[src/rtl/video_timing_pkg.sv]
// rtl/video_timing_pkg.sv - default raster constants and delay-line flag type for video_timing
package video_timing_pkg;

    // 320x240 at 15 kHz: 40x30 cells of 8x8
    localparam int DEF_CE_DIV     = 2;
    localparam int DEF_H_VISIBLE  = 320;
    localparam int DEF_H_FP       = 16;
    localparam int DEF_H_SYNC     = 32;
    localparam int DEF_H_BP       = 32;
    localparam int DEF_V_VISIBLE  = 240;
    localparam int DEF_V_FP       = 3;
    localparam int DEF_V_SYNC     = 4;
    localparam int DEF_V_BP       = 15;
    localparam int DEF_SYNC_POL   = 0;
    localparam int DEF_PIPE_DELAY = 2;

    localparam int DEF_H_TOTAL      = DEF_H_VISIBLE + DEF_H_FP + DEF_H_SYNC + DEF_H_BP;
    localparam int DEF_V_TOTAL      = DEF_V_VISIBLE + DEF_V_FP + DEF_V_SYNC + DEF_V_BP;
    localparam int DEF_H_SYNC_START = DEF_H_VISIBLE + DEF_H_FP;
    localparam int DEF_H_SYNC_END   = DEF_H_SYNC_START + DEF_H_SYNC;
    localparam int DEF_V_SYNC_START = DEF_V_VISIBLE + DEF_V_FP;
    localparam int DEF_V_SYNC_END   = DEF_V_SYNC_START + DEF_V_SYNC;

    // Sync/blank flags carried through the delay line; sync is active-high here,
    // output polarity is applied only at the top-level pins.
    typedef struct packed {
        logic hs;
        logic vs;
        logic hb;
        logic vb;
    } sync_flags_t;

    localparam sync_flags_t FLAGS_RESET = '{hs: 1'b0, vs: 1'b0, hb: 1'b1, vb: 1'b1};

    // Half-open window test lo <= v < hi on 10-bit values
    function automatic logic in_window(input logic [9:0] v, input logic [9:0] lo,
                                       input logic [9:0] hi);
        return (v >= lo) && (v < hi);
    endfunction

endpackage

[src/rtl/video_timing_delay.sv]
// rtl/video_timing_delay.sv - sync_delay: DEPTH-stage flag shift register advancing on ce
//
// Ports: clk, reset (async active-low), ce (advance enable),
//        din (flags entering), dout (flags DEPTH ce ticks later; din when DEPTH = 0).
module sync_delay
    import video_timing_pkg::*;
#(
    parameter int          DEPTH     = 2,
    parameter sync_flags_t RESET_VAL = FLAGS_RESET
) (
    input  logic        clk,
    input  logic        reset,
    input  logic        ce,
    input  sync_flags_t din,
    output sync_flags_t dout
);

    if (DEPTH == 0) begin : g_bypass
        assign dout = din;
    end else begin : g_pipe
        sync_flags_t stage [DEPTH];

        always_ff @(posedge clk or negedge reset) begin
            if (!reset) begin
                for (int i = 0; i < DEPTH; i++) begin
                    stage[i] <= RESET_VAL;
                end
            end else if (ce) begin
                stage[0] <= din;
                for (int i = 1; i < DEPTH; i++) begin
                    stage[i] <= stage[i-1];
                end
            end
        end

        assign dout = stage[DEPTH-1];
    end

endmodule

[src/rtl/video_timing.sv]
// rtl/video_timing.sv - raster timing generator: pixel enable, hcnt/vcnt, delayed sync/blank/de, frame count, vblank irq
//
// Ports: clk; reset (async active-low); ce_pix (pixel enable, 1 clk wide);
//        hcnt/vcnt (9-bit raster counters); hsync/vsync (delayed, polarity SYNC_POL);
//        hblank/vblank/de (delayed); frame (16-bit frame counter);
//        vblank_irq (one-clk strobe when vcnt enters V_VISIBLE, not delayed).
module video_timing
    import video_timing_pkg::*;
#(
    parameter int CE_DIV     = DEF_CE_DIV,
    parameter int H_VISIBLE  = DEF_H_VISIBLE,
    parameter int H_FP       = DEF_H_FP,
    parameter int H_SYNC     = DEF_H_SYNC,
    parameter int H_BP       = DEF_H_BP,
    parameter int V_VISIBLE  = DEF_V_VISIBLE,
    parameter int V_FP       = DEF_V_FP,
    parameter int V_SYNC     = DEF_V_SYNC,
    parameter int V_BP       = DEF_V_BP,
    parameter int SYNC_POL   = DEF_SYNC_POL,
    parameter int PIPE_DELAY = DEF_PIPE_DELAY
) (
    input  logic        clk,
    input  logic        reset,
    output logic        ce_pix,
    output logic [8:0]  hcnt,
    output logic [8:0]  vcnt,
    output logic        hsync,
    output logic        vsync,
    output logic        hblank,
    output logic        vblank,
    output logic        de,
    output logic [15:0] frame,
    output logic        vblank_irq
);

    localparam int H_TOTAL = H_VISIBLE + H_FP + H_SYNC + H_BP;
    localparam int V_TOTAL = V_VISIBLE + V_FP + V_SYNC + V_BP;
    localparam int DIV_W   = (CE_DIV > 1) ? $clog2(CE_DIV) : 1;

    if (H_TOTAL > 512) begin : g_bad_h_total
        $error("video_timing: H_TOTAL %0d exceeds 512", H_TOTAL);
    end
    if (V_TOTAL > 512) begin : g_bad_v_total
        $error("video_timing: V_TOTAL %0d exceeds 512", V_TOTAL);
    end
    if (PIPE_DELAY < 0 || PIPE_DELAY > 7) begin : g_bad_pipe
        $error("video_timing: PIPE_DELAY %0d outside 0..7", PIPE_DELAY);
    end
    if (CE_DIV < 1) begin : g_bad_div
        $error("video_timing: CE_DIV %0d must be at least 1", CE_DIV);
    end

    // 10-bit thresholds so porch/sync sums cannot wrap against 9-bit counters
    localparam logic [9:0] H_LAST  = 10'(H_TOTAL - 1);
    localparam logic [9:0] V_LAST  = 10'(V_TOTAL - 1);
    localparam logic [9:0] H_VIS   = 10'(H_VISIBLE);
    localparam logic [9:0] V_VIS   = 10'(V_VISIBLE);
    localparam logic [9:0] H_SS    = 10'(H_VISIBLE + H_FP);
    localparam logic [9:0] H_SE    = 10'(H_VISIBLE + H_FP + H_SYNC);
    localparam logic [9:0] V_SS    = 10'(V_VISIBLE + V_FP);
    localparam logic [9:0] V_SE    = 10'(V_VISIBLE + V_FP + V_SYNC);
    localparam logic [9:0] V_ENTRY = 10'(V_VISIBLE - 1);

    localparam logic [DIV_W-1:0] DIV_LAST = DIV_W'(CE_DIV - 1);

    logic [DIV_W-1:0] div;
    logic [8:0]       h_next;
    logic [8:0]       v_next;
    logic             h_wrap;
    logic             frame_wrap;
    logic             irq_next;
    sync_flags_t      raw_next;
    sync_flags_t      raw;
    sync_flags_t      dly;

    always_comb begin
        h_next     = hcnt + 9'd1;
        v_next     = vcnt;
        h_wrap     = ({1'b0, hcnt} == H_LAST);
        frame_wrap = 1'b0;
        if (h_wrap) begin
            h_next = '0;
            if ({1'b0, vcnt} == V_LAST) begin
                v_next     = '0;
                frame_wrap = 1'b1;
            end else begin
                v_next = vcnt + 9'd1;
            end
        end
        irq_next = ce_pix && h_wrap && ({1'b0, vcnt} == V_ENTRY);

        // Flags are taken from the counter values about to be loaded, so the
        // registered flags line up with the new hcnt/vcnt.
        raw_next.hb = ({1'b0, h_next} >= H_VIS);
        raw_next.vb = ({1'b0, v_next} >= V_VIS);
        raw_next.hs = in_window({1'b0, h_next}, H_SS, H_SE);
        raw_next.vs = in_window({1'b0, v_next}, V_SS, V_SE);
    end

    always_ff @(posedge clk or negedge reset) begin
        if (!reset) begin
            div        <= '0;
            ce_pix     <= 1'b0;
            hcnt       <= '0;
            vcnt       <= '0;
            frame      <= '0;
            vblank_irq <= 1'b0;
            raw        <= FLAGS_RESET;
        end else begin
            div        <= (div == DIV_LAST) ? '0 : div + 1'b1;
            ce_pix     <= (div == DIV_LAST);
            vblank_irq <= irq_next;
            if (ce_pix) begin
                hcnt <= h_next;
                vcnt <= v_next;
                raw  <= raw_next;
                if (frame_wrap) begin
                    frame <= frame + 16'd1;
                end
            end
        end
    end

    sync_delay #(
        .DEPTH     (PIPE_DELAY),
        .RESET_VAL (FLAGS_RESET)
    ) u_sync_delay (
        .clk   (clk),
        .reset (reset),
        .ce    (ce_pix),
        .din   (raw),
        .dout  (dly)
    );

    assign hsync  = (SYNC_POL != 0) ? dly.hs : ~dly.hs;
    assign vsync  = (SYNC_POL != 0) ? dly.vs : ~dly.vs;
    assign hblank = dly.hb;
    assign vblank = dly.vb;
    assign de     = ~dly.hb & ~dly.vb;

endmodule

[config.mk]
export PLATFORM = sky130hd
export DESIGN_NAME = video_timing
export DESIGN_NICKNAME = d
export VERILOG_FILES = /design/src/rtl/video_timing_pkg.sv /design/src/rtl/video_timing_delay.sv /design/src/rtl/video_timing.sv
export SDC_FILE = /design/constraint.sdc
export NUM_CORES = 1
export LEC_CHECK = 0
export BUFFER_PORTS_ARGS = -buffer_cell sky130_fd_sc_hd__buf_4
export CAP_MARGIN = 5
export CORE_MARGIN = 2
export CORE_UTILIZATION = 49
export DETAILED_ROUTE_END_ITERATION = 8
export PLACE_DENSITY = 0.76
export SYNTH_ARGS = -nofsm -noshare
export SYNTH_HDL_FRONTEND = slang
export SYNTH_SLANG_ARGS = --single-unit
[constraint.sdc]
create_clock -name clk -period 7.29 [get_ports clk]
set_input_delay 0.729 -clock clk [delete_from_list [all_inputs] [get_ports clk]]
set_output_delay 0.729 -clock clk [all_outputs]
set_load 0.01 [all_outputs]
==> reports/results.txt, run 1 <==
placed cell areas - 2950 um^2
clk slew on worst S/H paths - 0.08 ns
Area growth, synth to finish - 17.5%
Core Region - 5140 um^2
die area - 5930 um^2
startpoint type of the worst setup path - flip-flop
dpl cells - 359
H-tree Lvls - 2
top cells by count, synth - 43 x dfrtp_1, 26 x nand2_1, 15 x xnor2_1
antenna-violating nets left - 0
total negative slack - 0 ns
VDD IR-drop max - 0.0888 mV
final net count - 303
Skew-Pair Late Insertion Delay - 0.30 ns
Comb power frac - 1.1%
DR WL/cell - 14.1 um
hold wc startpoint - div
CP Max Fanout - 27
Port Buffer Count - 42
period utilization - 40.1%
sw frac - 19.2%
CP startpoint - ce_pix
Final Skew - 0.00463 ns
CTS Buf Count - 5
Critical Path RT - 7.52 ns
Pins Over Slew Limit - 0
status - finished clean
Setup crit end kind - flip-flop
Setup WS pre-CTS - 4.36 ns
synth unique cells - 48
sw power - 91.4 uW
post-route minimum period - 2.92 ns
largest net degree at the start of global routing - 50
initial antenna violation count - 0
Slew Limit Headroom - 43.5%
Synth Register Bits - 49
DRC - 0
Final Total Pwr - 475 uW
post-synthesis cell count - 263
Pwr Density - 155 nW/um^2
height of the die - 77.0 um
Critical path buffers and inverters - 0
Yosys warning count - 0
Worst path max stage delay - 0.90 ns
drt via density - 5.64
row count - 26
Starting Density - 50.9%
final hold viol count - 0
RSZ-0062 raised after global routing - false
Yosys top cell area share - 41.2%
global route overflow - 0
syn nets - 270
DP Wirelength - 3600 um
first-pass GRT wire length - 9270 um
number of top-level pins - 43
worst setup margin - 4.37 ns
sequential area share after synthesis - 47.2%
Die Width - 77.0 um
largest delay contributor family on the critical path - simple AND/OR/NAND/NOR gates
Max Cap Violations - 0
Hold Crit Class - flip-flop to flip-flop
internal power - 384 uW
slowest CP cell - dfrtp_1
number of global-route vias before repair - 1,987
Post-Route WL - 5170 um
leak pwr - 1.39 nW
Syn Area/Cell - 9.94 um^2
fin util - 59.7%
Root Driver - clkbuf_8
Mapped Area - 2610 um^2
Design Area, Final - 3070 um^2
Slew @ Worst Pin - 0.836 ns
sequential power share - 57.2%
initial DRC count - 124
Data arrival, critical path - 3.15 ns
count leader, synth - dfrtp_1
Finish-stage setup viols - 0
layout cells sized above 1 - 23.9%
routability congestion estimate - 0.909
post-synth top area cell - dfrtp_1
EDFF count, synth - 0
CTS tree - yes
top post-synthesis cells by area - dfrtp_1 41%, dfstp_2 6.0%, xnor2_1 5.0%, mux2_2 4.7%, nand2_1 3.7%
post-route non-filler standard cell count - 367
Setup CP Type - flip-flop to flip-flop
post_cts resized - 0
hold_ws - 0.392 ns
vias - 2,070
asr flop ratio synth - 100%
CP cell instances - nand4_1 -> or3_1 -> or4_1 -> nor4_4 -> xor2_1
drt first pass iters - 4
Total GRT Usage - 18.8%
ant diodes - 0
CTS max path bufs - 2
FMAX - 0.342 GHz
fill count - 476
commonest register cell after synthesis - dfrtp_1
Clk network pwr share - 41.7%
Post-CTS Hold Fix Bufs - 0
setup bufs post-CTS - 0
worst r2r src - ce_pix
Num Clock Sinks - 49
[worst paths after layout]
path                             end  slack [ns]  depth (start not counted)
hold reg to reg               ce_pix        0.39                          0
setup / recovery           frame[15]        4.37                          5
setup reg to reg           frame[15]        4.37                          5
min in group asynchronous    hcnt[7]        0.43                          1
max in group asynchronous   frame[4]        6.44                          1
hold / removal                ce_pix        0.39                          0
[state kept, by name, summed over array words and instances (netlist names)]
signal,cells
u_sync_delay.dout,4
u_sync_delay.g_pipe.stage,4
ce_pix,1
hcnt,9
frame,16
vcnt,9
raw,4
vblank_irq,1
div,1
[kinds of logic (layout without fill, tap and decap cells)]
group                    count (synthesis)  count (layout)  share of synthesized area (%)
AO/OA/AOI/OAI                           41              41                           10.4
XOR/XNOR                                24              24                           8.04
adder cells (fa/ha/maj)                  5               5                           2.39
buffers and inverters                   28              62                           4.26
flip-flops                              49              49                           47.2
multiplexers                            14              14                           5.89
AND/OR/NAND/NOR                        102             102                           21.8
[cells in the final DEF (no fill, tap or decap), drive strengths merged, types with 4 or more instances in the layout]
cell type / n
xor2: 9
mux2: 11
nor2: 14
nand4: 8
and3: 10
nor3: 6
a31oi: 5
inv: 11
xnor2: 15
dfrtp: 43
o21ai: 14
dfstp: 6
buf: 43
nor4: 4
nand2: 26
ha: 5
a21oi: 4
nand3: 14
o31ai: 4
clkbuf: 7
[cell type report]
class	instances	area [um^2]	area share (%)
multi-input combinational	186	1270	41.3
timing repair buffer	43	323	10.5
sequential	49	1230	40.2
clock inverter	1	30.0	0.978
inverter	11	41.3	1.34
tap	70	87.6	2.85
clock buffer	7	86.3	2.81
[layer usage]
layer / routed length, um / GRT usage [%]
met1: 2280 / 25.9
met2: 2580 / 30.4
met3: 245 / 2.82
met4: 72 / 6.79
met5: 0 / 0
[power by group through the flow]
stage | clock, mW | sequential [mW] | combinational, mW
after global placement | 0 | 0.277 | 0.00579
after detailed placement | 0 | 0.277 | 0.00591
after global routing | 0.213 | 0.272 | 0.00650
after floorplan | 0 | 0.277 | 0.000000488
final | 0.198 | 0.272 | 0.00532
after CTS | 0.204 | 0.272 | 0.00586
Note: power is estimated with default switching activity, not from simulation.
==> run 2, diff against run 1 <==
clock period = 3.1 ns   (was 7.29 ns; I/O delays follow)
==> reports/results.txt, run 2 (synthesis gave the netlist of run 1 again) <==
Setup crit end kind - flip-flop (unchanged)
Worst path max stage delay - 0.71 ns (was 0.90 ns)
leak pwr - 1.40 nW (was 1.39 nW)
vias - 2,051 (was 2,070)
initial antenna violation count - 0 (unchanged)
most flop-heavy register - frame (unchanged)
CP Max Fanout - 12 (was 27)
row count - 26 (unchanged)
Slew Limit Headroom - 60.0% (was 43.5%)
DR WL/cell - 14.4 um (was 14.1 um)
final hold viol count - 0 (unchanged)
Starting Density - 50.9% (unchanged)
CTS Buf Count - 5 (unchanged)
Top Registers - frame (16), hcnt (9), vcnt (9) (unchanged)
status - finished clean (unchanged)
max reg flops - 16 (unchanged)
Post-CTS Hold Fix Bufs - 0 (unchanged)
Core Region - 5140 um^2 (unchanged)
final net count - 306 (was 303)
number of global-route vias before repair - 1,977 (was 1,987)
Post-Route WL - 5320 um (was 5170 um)
global route overflow - 0 (unchanged)
Data arrival, critical path - 2.92 ns (was 3.15 ns)
die area - 5930 um^2 (unchanged)
RSZ-0062 raised after global routing - false (unchanged)
layout cells sized above 1 - 25.0% (was 23.9%)
ant diodes - 0 (unchanged)
routability congestion estimate - 0.885 (was 0.909)
Critical Path RT - 3.33 ns (was 7.52 ns)
CTS tree - yes (unchanged)
height of the die - 77.0 um (unchanged)
first-pass GRT wire length - 9340 um (was 9270 um)
Slew @ Worst Pin - 0.600 ns (was 0.836 ns)
period utilization - 86.7% (was 40.1%)
clk slew on worst S/H paths - 0.09 ns (was 0.08 ns)
Die Width - 77.0 um (unchanged)
Skew-Pair Late Insertion Delay - 0.30 ns (about the same)
Setup WS pre-CTS - 0.430 ns (was 4.36 ns)
post_cts resized - 0 (unchanged)
largest net degree at the start of global routing - 50 (unchanged)
CP cell instances - or3_4 -> or3_1 -> or4_1 -> nor3_1 -> xor2_1 (was nand4_1 -> or3_1 -> or4_1 -> nor4_4 -> xor2_1)
Critical path buffers and inverters - 0 (unchanged)
setup bufs post-CTS - 0 (unchanged)
DRC - 0 (unchanged)
initial DRC count - 125 (was 124)
startpoint type of the worst setup path - flip-flop (unchanged)
commonest cells after routing, fill and taps aside - 46 x buf_4, 43 x dfrtp_1, 26 x nand2_1 (was 43 x dfrtp_1, 43 x buf_4, 26 x nand2_1)
slowest CP cell - or4_1 (was dfrtp_1)
number of top-level pins - 43 (unchanged)
Pwr Density - 335 nW/um^2 (was 155 nW/um^2)
H-tree Lvls - 2 (unchanged)
VDD IR-drop max - 0.205 mV (was 0.0888 mV)
antenna-violating nets left - 0 (unchanged)
Total GRT Usage - 19.4% (was 18.8%)
post-route minimum period - 2.69 ns (was 2.92 ns)
Num Clock Sinks - 49 (unchanged)
Max Cap Violations - 0 (unchanged)
Final Skew - 0.00824 ns (was 0.00463 ns)
Hold Crit Class - input port to asynchronous set/reset pin (was flip-flop to flip-flop)
Root Driver - clkbuf_8 (unchanged)
CTS max path bufs - 2 (unchanged)
total negative slack - 0 ns (unchanged)
Port Buffer Count - 42 (unchanged)
Pins Over Slew Limit - 0 (unchanged)
Setup CP Type - flip-flop to flip-flop (unchanged)
largest delay contributor family on the critical path - simple AND/OR/NAND/NOR gates (unchanged)
drt first pass iters - 4 (unchanged)
FMAX - 0.372 GHz (was 0.342 GHz)
most common cell after layout, fill and taps aside - buf_4
Finish-stage setup viols - 0 (unchanged)
drt via density - 5.54 (was 5.64)
worst setup margin - 0.412 ns (was 4.37 ns)
Area growth, synth to finish - 17.4% (was 17.5%)
DP Wirelength - 3730 um (was 3600 um)
==> run 2: cell count changes in the layout (fill, tap and decap cells not counted) <==
| cell | previous run | this run |
|---|---|---|
| clkbuf_8 | 6 | 5 |
| clkinv_4 | 0 | 2 |
| clkbuf_1 | 1 | 0 |
| bufinv_16 | 1 | 0 |
| clkinv_2 | 0 | 1 |
| buf_4 | 43 | 46 |
==> run 2: power breakdown <==
group | internal [mW] | switching, mW
Clock | 0.160 | 0.217
Combinational | 0.000822 | 0.0115
Sequential | 0.639 | 0
Total | 0.800 | 0.229
==> run 2: layer usage <==
layer / up-vias / global-route usage (%) / share of wire [%]
li1: 1007 / - / -
met1: 990 / 25.5 / 45
met2: 45 / 32.5 / 49
met3: 9 / 3.88 / 4.6
met4: 0 / 6.07 / 1.4
met5: - / 0 / 0
==> run 2: metrics by stage <==
stage | util, % | power, mW | cell area, um^2 | hold WS [ns] | std cells
5_1_grt | 59.7 | 1.07 | 3070 | 0.0536 | 370
6_report | 59.7 | 1.03 | 3070 | 0.00823 | 370
2_1_floorplan | - | 0.652 | 2610 | 0.0144 | 263
4_1_cts | 59.7 | 1.04 | 3070 | 0.0307 | 370
3_5_place_dp | 57.9 | 0.665 | 2980 | 0.363 | 362
3_3_place_gp | 57.9 | 0.665 | 2980 | 0.361 | 362
==> run 2: cell type report <==
cell class                      count  area [um^2]
Fill cell                         459         2070
Multi-Input combinational cell    186         1270
Sequential cell                    49         1230
Timing Repair Buffer               46          345
Tap cell                           70         87.6
Clock buffer                        5         68.8
Inverter                           11         41.3
Clock inverter                      3         22.5
==> run 2: worst reg2reg max path, stage by stage, from the launching register on <==
cell     delay, ns
dfrtp_1       0.51
or3_4         0.44
or3_1         0.46
or4_1         0.71
nor3_1        0.32
xor2_1        0.18
==> run 2: final timing paths <==
check,cells past startpoint,to,start,slack [ns]
max reg2reg,5,frame[13],hcnt[5],0.41
max in group asynchronous,1,vcnt[1],reset,2.69
min,1,hcnt[7],reset,0.008
min reg2reg,0,ce_pix,div,0.41
min in group clk,0,ce_pix,div,0.41
max,5,frame[13],hcnt[5],0.41
